<file path="src/rtl/mem_stage.sv">
// MEM pipeline stage: EX/MEM register, req/ack data-memory bus master with
// byte-lane alignment, load extension, timeout abort, and the MEM/WB register.
module mem_stage #(
  parameter int unsigned TIMEOUT = 255
) (
  input  logic        clk,
  input  logic        reset_n,
  input  logic        in_valid,
  input  logic        MemRead,
  input  logic        MemWrite,
  input  logic [1:0]  MemSize,
  input  logic        MemSigned,
  input  logic [4:0]  in_dest,
  input  logic [31:0] aluOut,
  input  logic [31:0] sWord,
  output logic        stall,
  output logic [31:0] memForward,
  output logic        mem_req,
  output logic        mem_we,
  output logic [29:0] mem_addr,
  output logic [3:0]  mem_be,
  output logic [31:0] mem_wdata,
  input  logic [31:0] mem_rdata,
  input  logic        mem_ack,
  output logic        wb_valid,
  output logic [4:0]  wb_dest,
  output logic [31:0] wb_data,
  output logic        align_err,
  output logic        bus_err
);

  typedef enum logic {S_IDLE, S_BUS} state_e;

  localparam logic [7:0] TMO_LAST = 8'(TIMEOUT - 1);

  state_e      state_q, state_d;
  logic [7:0]  cnt_q, cnt_d;
  logic        reg_valid_q, reg_valid_d;
  logic        reg_read_q, reg_read_d;
  logic        reg_write_q, reg_write_d;
  logic [1:0]  reg_size_q, reg_size_d;
  logic        reg_signed_q, reg_signed_d;
  logic [4:0]  reg_dest_q, reg_dest_d;
  logic [31:0] reg_alu_q, reg_alu_d;
  logic [31:0] reg_sword_q, reg_sword_d;
  logic        wb_valid_q, wb_valid_d;
  logic [4:0]  wb_dest_q, wb_dest_d;
  logic [31:0] wb_data_q, wb_data_d;
  logic        align_err_q, align_err_d;
  logic        bus_err_q, bus_err_d;

  logic        in_bus, reg_mis, in_go, timeout_hit;
  logic [7:0]  ld_byte;
  logic [15:0] ld_half;
  logic [31:0] ld_data;

  function automatic logic misaligned(input logic [1:0] size, input logic [1:0] a);
    case (size)
      2'd0:    return 1'b0;
      2'd1:    return a[0];
      default: return |a;
    endcase
  endfunction

  assign in_bus      = (state_q == S_BUS);
  assign stall       = in_bus & ~mem_ack;
  assign timeout_hit = in_bus & ~mem_ack & (cnt_q == TMO_LAST);
  assign reg_mis     = reg_valid_q & (reg_read_q | reg_write_q) &
                       misaligned(reg_size_q, reg_alu_q[1:0]);
  // Next-state decision looks at the instruction being loaded this edge.
  assign in_go       = in_valid & (MemRead | MemWrite) & ~misaligned(MemSize, aluOut[1:0]);

  assign ld_byte = mem_rdata[{reg_alu_q[1:0], 3'b000} +: 8];
  assign ld_half = mem_rdata[{reg_alu_q[1], 4'b0000} +: 16];

  always_comb begin
    case (reg_size_q)
      2'd0:    ld_data = {{24{reg_signed_q & ld_byte[7]}}, ld_byte};
      2'd1:    ld_data = {{16{reg_signed_q & ld_half[15]}}, ld_half};
      default: ld_data = mem_rdata;
    endcase
  end

  always_comb begin
    mem_req   = in_bus;
    mem_we    = in_bus & reg_write_q & ~reg_read_q;
    mem_addr  = '0;
    mem_be    = '0;
    mem_wdata = '0;
    if (in_bus) begin
      mem_addr = reg_alu_q[31:2];
      case (reg_size_q)
        2'd0: begin
          mem_be    = 4'b0001 << reg_alu_q[1:0];
          mem_wdata = {4{reg_sword_q[7:0]}};
        end
        2'd1: begin
          mem_be    = reg_alu_q[1] ? 4'b1100 : 4'b0011;
          mem_wdata = {2{reg_sword_q[15:0]}};
        end
        default: begin
          mem_be    = '1;
          mem_wdata = reg_sword_q;
        end
      endcase
    end
  end

  always_comb begin
    state_d      = state_q;
    cnt_d        = cnt_q;
    reg_valid_d  = reg_valid_q;
    reg_read_d   = reg_read_q;
    reg_write_d  = reg_write_q;
    reg_size_d   = reg_size_q;
    reg_signed_d = reg_signed_q;
    reg_dest_d   = reg_dest_q;
    reg_alu_d    = reg_alu_q;
    reg_sword_d  = reg_sword_q;
    wb_valid_d   = wb_valid_q;
    wb_dest_d    = wb_dest_q;
    wb_data_d    = wb_data_q;
    align_err_d  = 1'b0;
    bus_err_d    = 1'b0;
    if (timeout_hit) begin
      // Abort: invalidate the held op so it is not retired once stall drops.
      state_d     = S_IDLE;
      cnt_d       = '0;
      reg_valid_d = 1'b0;
      wb_valid_d  = 1'b0;
      bus_err_d   = 1'b1;
    end else if (stall) begin
      cnt_d = cnt_q + 8'd1;
    end else begin
      wb_valid_d   = reg_valid_q & ~reg_mis;
      wb_dest_d    = reg_dest_q;
      wb_data_d    = reg_read_q ? ld_data : reg_alu_q;
      align_err_d  = reg_mis;
      reg_valid_d  = in_valid;
      reg_read_d   = MemRead;
      reg_write_d  = MemWrite;
      reg_size_d   = MemSize;
      reg_signed_d = MemSigned;
      reg_dest_d   = in_dest;
      reg_alu_d    = aluOut;
      reg_sword_d  = sWord;
      state_d      = in_go ? S_BUS : S_IDLE;
      cnt_d        = '0;
    end
  end

  always_ff @(posedge clk or negedge reset_n) begin
    if (!reset_n) begin
      state_q      <= S_IDLE;
      cnt_q        <= '0;
      reg_valid_q  <= 1'b0;
      reg_read_q   <= 1'b0;
      reg_write_q  <= 1'b0;
      reg_size_q   <= '0;
      reg_signed_q <= 1'b0;
      reg_dest_q   <= '0;
      reg_alu_q    <= '0;
      reg_sword_q  <= '0;
      wb_valid_q   <= 1'b0;
      wb_dest_q    <= '0;
      wb_data_q    <= '0;
      align_err_q  <= 1'b0;
      bus_err_q    <= 1'b0;
    end else begin
      state_q      <= state_d;
      cnt_q        <= cnt_d;
      reg_valid_q  <= reg_valid_d;
      reg_read_q   <= reg_read_d;
      reg_write_q  <= reg_write_d;
      reg_size_q   <= reg_size_d;
      reg_signed_q <= reg_signed_d;
      reg_dest_q   <= reg_dest_d;
      reg_alu_q    <= reg_alu_d;
      reg_sword_q  <= reg_sword_d;
      wb_valid_q   <= wb_valid_d;
      wb_dest_q    <= wb_dest_d;
      wb_data_q    <= wb_data_d;
      align_err_q  <= align_err_d;
      bus_err_q    <= bus_err_d;
    end
  end

  assign memForward = reg_alu_q;
  assign wb_valid   = wb_valid_q;
  assign wb_dest    = wb_dest_q;
  assign wb_data    = wb_data_q;
  assign align_err  = align_err_q;
  assign bus_err    = bus_err_q;

endmodule

</file>
<file path="config.mk">
export PLATFORM = sky130hd
export DESIGN_NAME = mem_stage
export DESIGN_NICKNAME = d
export VERILOG_FILES = /design/src/rtl/mem_stage.sv
export SDC_FILE = /design/constraint.sdc
export NUM_CORES = 1
export LEC_CHECK = 0
export CAP_MARGIN = 30
export CELL_PAD_IN_SITES_DETAIL_PLACEMENT = 0
export CELL_PAD_IN_SITES_GLOBAL_PLACEMENT = 1
export CORE_ASPECT_RATIO = 1.4
export CORE_UTILIZATION = 34
export CTS_CLUSTER_DIAMETER = 60
export CTS_CLUSTER_SIZE = 8
export DETAILED_ROUTE_END_ITERATION = 8
export GPL_TIMING_DRIVEN = 0
export PLACE_DENSITY_LB_ADDON = 0.1
export SLEW_MARGIN = 30
export SYNTH_ARGS = -nofsm -noshare
export SYNTH_HDL_FRONTEND = slang
export SYNTH_SLANG_ARGS = --single-unit
</file>
<file path="constraint.sdc">
create_clock -name clk -period 2.5 [get_ports clk]
set_input_delay 0.25 -clock clk [delete_from_list [all_inputs] [get_ports clk]]
set_output_delay 0.25 -clock clk [all_outputs]
set_load 0.005 [all_outputs]
</file>
==> results.toml <==
[outcome]
status = "complete, no violations"

[synth]
synth_nets = 879
yosys_warnings = 0
synth_area_sq_um = 6400
synth-edff-count = 0
synth_cells = 767
synthFlopType = "dfrtp_1"
syn_avg_cell_area_sq_um = 8.35
async_flop_share_pct = 100
seq_area_frac_synth_pct = 48.5
synth_cell_types = 46
synth-seq-cells = 124

[sta]
finalSetupTns_ns = 0
slew_violations = 0
slew-limit-headroom_pct = 53.6
finalSetupViolations = 0
max_freq_mhz = 411
layout_min_cycle_time_ns = 2.44
worst_slew_pin_slew_ns = 0.696
skew_ns = 0.00751
period_share_pct = 97.4
hold_viol = 0

[drt]
drt_wl_total_mm = 23.8
vias = 6392
dr.pass1.iters = 5
ant_nets = 0
dr.first_iter.drc_count = 371
wl_per_cell_microns = 18.3
drc_errors = 0
viasPerCell = 4.93

[worst_hold_path]
hold_class = "in -> async"

[floorplan]
die_height_microns = 164
initial_core_util_pct = 34.5
fp.coreArea_sq_um = 18500
rows = 59
ioPinCount = 251
die-area_sq_um = 19400
die_w_microns = 118

[final_layout]
multi_input_area_sq_um = 3070
nets = 1152
nFillCells = 1758
antenna_cells = 0
syn2layout_area_growth_pct = 55.7
ff_latch_area_sq_um = 3100
postLayoutCoreUtil_pct = 53.8
drive_above_1_share_pct = 7.41

[worst_setup_path]
cp_common_cell = "buf_6"
cp_max_fo = 11
worstSetupEndpointType = "output pin"
crit_chain = "buf_6, buf_6, mux2i_1, nand2_1, o211a_1, clkdlybuf4s50_1"
arrival_ns = 2.19
critPathMaxStageDelay_ns = 0.44
timing.critical_path.max_delay_family = "buffers and inverters"
crit_path_start_kind = "flip-flop"
crit_type = "reg -> out"
crit_required_ns = 2.25
r2r-start = "reg_read_q$_DFFE_PN0P_"
startpoint = "reg_size_q[0]$_DFFE_PN0P_"
path_buf_inv = 3
worst_path_max_delay_cell = "clkdlybuf4s50_1"

[clock_tree]
cts_tree = "built"
cts_root_buf = "clkbuf_16"
cts_buffers = 17
cts_sinks = 124
clk_pin_slew_ns = 0.06
cts.htree.levels = 4
clk_latency_ns = 0.42
cts_buffer_depth = 2

[job]
cap_violations = 0

[global_routing]
grt_pass1_vias = 6239
grt_max_degree = 81
use_met1_pct = 29.5
grt_pass1_wl_mm = 35.9
gr-total-overflow = 0
antenna_found_initial = 0
busiest_layer = "met2"
grt_util_all_layers_pct = 24.7
use_met3_pct = 6.42
use_met2_pct = 42.6

[pwr]
power.internal_w = 0.00493
p_comb_share_pct = 26.8
power_switching_w = 0.00198
power_frac_seq_pct = 35.8
peakVddDrop_mv = 0.393
pwr-share-clk_pct = 37.4
p_per_area_nw_per_um2 = 694
switching_share_pct = 28.7
power.leakage_nw = 4.48
power_w = 0.00691

[place]
place_congestion = 0.919
io_buffers = 250
hpwlAfterDp_mm = 17.6
==> path summary, 6_finish.rpt <==
check                                         endpoint  slack, ns  cells after the start
setup reg to reg                wb_data[0]$_DFFE_PN0P_       0.35                      5
setup / recovery                         mem_wdata[26]       0.06                      6
hold / removal              memForward[25]$_DFFE_PN0P_       0.32                      2
hold reg to reg                 wb_dest[0]$_DFFE_PN0P_       0.47                      2
min in group clk           reg_sword_q[26]$_DFFE_PN0P_       0.36                      3
max in group asynchronous    reg_size_q[0]$_DFFE_PN0P_       1.41                      3
==> state kept, by name (all words and copies together), names as in the netlist <==
name          cells
mem_req           1
cnt_q             8
memForward       32
reg_size_q        2
bus_err           1
reg_dest_q        5
reg_signed_q      1
reg_sword_q      32
reg_write_q       1
wb_data          32
align_err         1
wb_dest           5
reg_read_q        1
reg_valid_q       1
wb_valid          1
==> cell families after synthesis <==
| logic type | Yosys count | share of synthesized area (%) |
|---|---|---|
| DFF | 124 | 48.5 |
| AOI/OAI and AO/OA | 136 | 14.4 |
| and+or+nand+nor | 409 | 27.3 |
| xor gates and xnor gates | 6 | 0.821 |
| adders and majority gates | 2 | 0.391 |
| buffers and inverters | 64 | 4.10 |
| muxes | 26 | 4.48 |
==> final cells by class <==
cell class	instances	share of cell area (%)
timing repair buffer	256	25.8
clock inverter	12	1.73
sequential	124	31.1
tap	244	3.06
buffer	53	2.80
multi-input combinational	580	30.7
inverter	8	0.351
clock buffer	19	4.34
==> metal layers <==
metal	routed length, microns	part of all wire (%)
met2	11900	50
met5	0	0
met1	9810	41
met3	1610	6.8
met4	449	1.9
==> cells in the final DEF (no fill, tap or decap), types with 14 or more instances in the layout <==
| cell | Yosys | final |
|---|---|---|
| nand2_1 | 303 | 303 |
| clkdlybuf4s50_1 | 0 | 249 |
| dfrtp_1 | 124 | 123 |
| o21ai_0 | 49 | 49 |
| and2_1 | 39 | 39 |
| clkbuf_1 | 41 | 34 |
| nor2_1 | 22 | 22 |
| mux2i_1 | 23 | 21 |
| a21oi_1 | 18 | 18 |
| or3_1 | 17 | 17 |
| clkbuf_16 | 0 | 17 |
| a211oi_1 | 14 | 14 |
==> synth_stat cells (3+ instances only) <==
cell / number / area, sq um
nand2_1: 303 / 1140
dfrtp_1: 124 / 3100
o21ai_0: 49 / 245
clkbuf_1: 41 / 154
and2_1: 39 / 244
mux2i_1: 23 / 230
nor2_1: 22 / 82.6
a21oi_1: 18 / 90.1
or3_1: 17 / 106
a211oi_1: 14 / 105
buf_2: 12 / 60.1
nor2b_1: 11 / 68.8
a21oi_2: 10 / 87.6
a21boi_0: 9 / 67.6
o211a_1: 9 / 90.1
a32oi_1: 7 / 61.3
a41o_1: 7 / 70.1
inv_1: 7 / 26.3
xor2_1: 5 / 43.8
nand2b_1: 3 / 18.8
nand3_1: 3 / 15.0
==> power by group through the flow <==
stage          Combinational [W]  Clock, W  Sequential (W)
3_5_place_dp             0.00182         0         0.00251
2_1_floorplan           0.000727         0         0.00246
4_1_cts                  0.00185   0.00264         0.00248
6_report                 0.00185   0.00259         0.00248
3_3_place_gp             0.00181         0         0.00251
5_1_grt                  0.00202   0.00271         0.00251
==> repair_timing <==
action / in CTS / in global routing
pin swaps: 0 / 1
endpoints found under the setup margin: 41 / 33
endpoints found under the hold margin: 44 / 0
hold buffers: 1 / 0
setup buffers: 0 / 4
cloned: 0 / 1
gates resized for setup: 21 / 16
==> per-stage QoR <==
step | hold WS, ns | cell area, sq um | setup slack [ns] | cells
3_3_place_gp | 0.449 | 9210 | -4.10 | 1261
3_5_place_dp | 0.172 | 9240 | -0.306 | 1262
5_1_grt | 0.341 | 9970 | -0.00486 | 1296
6_report | 0.321 | 9970 | 0.0643 | 1296
2_1_floorplan | -0.0456 | 6400 | 0.829 | 767
4_1_cts | 0.325 | 9900 | -0.000516 | 1291
==> worst register-to-register path, cell delays in order, from the launching register on <==
cell and delay, ns:
dfrtp_1 0.45, clkbuf_1 0.39, clkbuf_1 0.55, o21ai_0 0.19, a211oi_1 0.31, o21ai_0 0.14
(Power assumes the default switching activity.)
==> variant, RTL diff (same flow settings) <==
Put one more register stage on the output `bus_err`. The value now appears one clock later. The other outputs are not delayed to match.
--- a/src/rtl/mem_stage.sv
+++ b/src/rtl/mem_stage.sv
@@ -190,7 +190,9 @@
   assign wb_dest    = wb_dest_q;
   assign wb_data    = wb_data_q;
   assign align_err  = align_err_q;
-  assign bus_err    = bus_err_q;
+  always_ff @(posedge clk) begin
+    bus_err <= bus_err_q;
+  end
 
 endmodule
 
Formal check against the unedited RTL: no difference found for any inputs over 4 cycles, from zero or initial values and one cycle with reset_n low; that may be too few to reach the edited logic, so the function may still have changed.
==> variant against the unedited design <==
Sequential cell count increased by 1; count of clock-buffer cells in the layout decreased by 2; setup slack got worse by 0.0092 ns; wire length decreased by 1.1%; power decreased by 2.9%; area after synthesis increased by 0.31%; clock power decreased by 8.1%; final area decreased by 0.41%; utilization decreased by 0.22 points; die area increased by 0.31%; critical path type unchanged; critical endpoint is now mem_be[1].
==> variant: results (changes against the unedited design) <==
- Worst skew pair latency: 0.42 ns (about the same)
- Synth Warn #: 0 (unchanged)
- Final instance area: 0.00993 sq mm (-0.41%)
- Met3 Usage GRT: 6.22% (-0.21 points)
- Metal2 WL: 11,900 um (unchanged)
- HP Class: input port to async pin
- Slowest cell on crit path: clkdlybuf4s50_1
- Initial DRC count: 302 (-19%)
- Sequential share of the synthesized area: 48.6% (+0.16 points)
- Total track usage: 25.1% (+0.38 points)
- Reg2reg start: mem_req
- Worst Reg-to-Reg Cells: 6 (+1)
- Largest net degree at the start of global routing: 76 (-6.2%)
- Layout cells sized above 1: 7.70% (+0.29 points)
- DR WL/cell: 18.1 um (-1.1%)
- DRT Pass-1 Iters: 7 (+2)
- Slew @ Worst Pin: 0.668 ns (-0.0288 ns)
- Critical Path Start: reg_size_q[1]
- WHS: 0.337 ns (+0.0153 ns)
- Inserted Diodes: 0 (unchanged)
- RR Endpoint: wb_data[11]
- M1 wire length: 9500 um (-3.2%)
- Status: finished clean
- Crit path max fanout: 10 (-1)
- Leakage power: 4.46 nW (-0.46%)
- Synth area leaders: dfrtp_1 (48%), nand2_1 (18%), o21ai_0 (3.8%)
- Met2 global-route usage: 43.4% (+0.83 points)
- M1 GR Usage: 29.8% (+0.31 points)
- First-pass GRT wire length: 36,500 um (+1.8%)
- Routability cong.: 0.889 (-3.4%)
- Detail Placement HPWL: 17,700 um (+0.45%)
- Data arrival, critical path: 2.19 ns (about the same)
- Distinct cells, synth: 47 (+2.2%)
- Nets: 1,151 (-0.087%)
- Pre-CTS WS: -0.265 ns (+0.0401 ns)
- Sw power: 0.00205 W (+3.3%)
- GR peak layer: met2
- Post-synth net total: 880 (+0.11%)
- Top_reg_cell synth: dfrtp_1
- Max VDD drop: 0.372 mV (-5.5%)
- Initial antenna violation count: 0 (unchanged)
- Root Buffer: clkbuf_16
- Clock skew: 0.0110 ns (+0.00351 ns)
- Total CTS buffers: 17 (unchanged)
- Filler cells: 1,771 (+0.74%)
- Setup slack, reg-to-reg: 0.40 ns (+0.05 ns)
- Cell family with the largest share of critical-path delay: buffers and inverters
- Max stage delay on crit path: 0.56 ns (+0.12 ns)
- Clock Path Buffers: 2 (unchanged)
- Vias in the first global route: 6,419 (+2.9%)
- DP Area: 0.00926 sq mm (+0.22%)
- IO buf count: 250 (unchanged)
- Vias: 6,284 (-1.7%)
- H-tree depth: 4 (unchanged)
- Synth top cells by count: nand2_1 (303), dfrtp_1 (124), o21ai_0 (49)
- Met3 wire length: 1580 um (-1.9%)
- Asr flop ratio synth: 99.2% (-0.80 points)
==> variant: how the worst max path moves through the flow <==
stage / end / slack [ns] / cells past startpoint
after global routing: mem_be[1] / -0.02 / 6
after global placement: reg_dest_q[0] / -4.01 / 1
final: mem_be[1] / 0.06 / 6
after CTS: mem_addr[18] / 0.00007 / 4
after floorplan: wb_data[20] / 0.83 / 6
after detailed placement: stall / -0.27 / 6
==> variant: kinds of logic (layout without fill, tap and decap cells) <==
family	after synthesis	after routing	synth area share [%]
compound gates	136	136	14.4
fa+ha+maj	2	2	0.390
flops	125	125	48.6
simple gates	409	409	27.2
mux	26	26	4.46
xor+xnor	6	6	0.818
buf+inv	64	348	4.09
==> variant: stage by stage <==
stage                     TNS, ns  total power (W)  std cells
after floorplan                 0          0.00321        768
after global placement    -496.22          0.00433       1262
after detailed placement   -0.265          0.00435       1263
after CTS                       0          0.00678       1294
after global routing      -0.0332          0.00707       1296
final                           0          0.00671       1296
==> variant: what timing repair did <==
item                                   in CTS  in global routing
gates cloned                                0                  0
setup endpoints to repair                  41                 24
setup buffers                               1                  2
endpoints found under the hold margin      49                  0
gates resized for setup                    21                 13
hold buffers                                1                  0
==> variant: cell type report <==
type,count,area share (%)
well taps,244,3.07
repair buffers,255,25.9
multi-input cells,579,30.9
flip-flops and latches,125,31.5
clock buffers,17,4.28
inverters,8,0.353
clock inverters,15,1.41
plain buffers,53,2.70
==> variant: power by group through the flow <==
stage                     logic [W]  registers (W)  clock network [W]
final                       0.00184        0.00249            0.00238
after global routing        0.00202        0.00253            0.00252
after CTS                   0.00185        0.00250            0.00244
after detailed placement    0.00181        0.00253                  0
after global placement      0.00180        0.00253                  0
after floorplan            0.000727        0.00248                  0
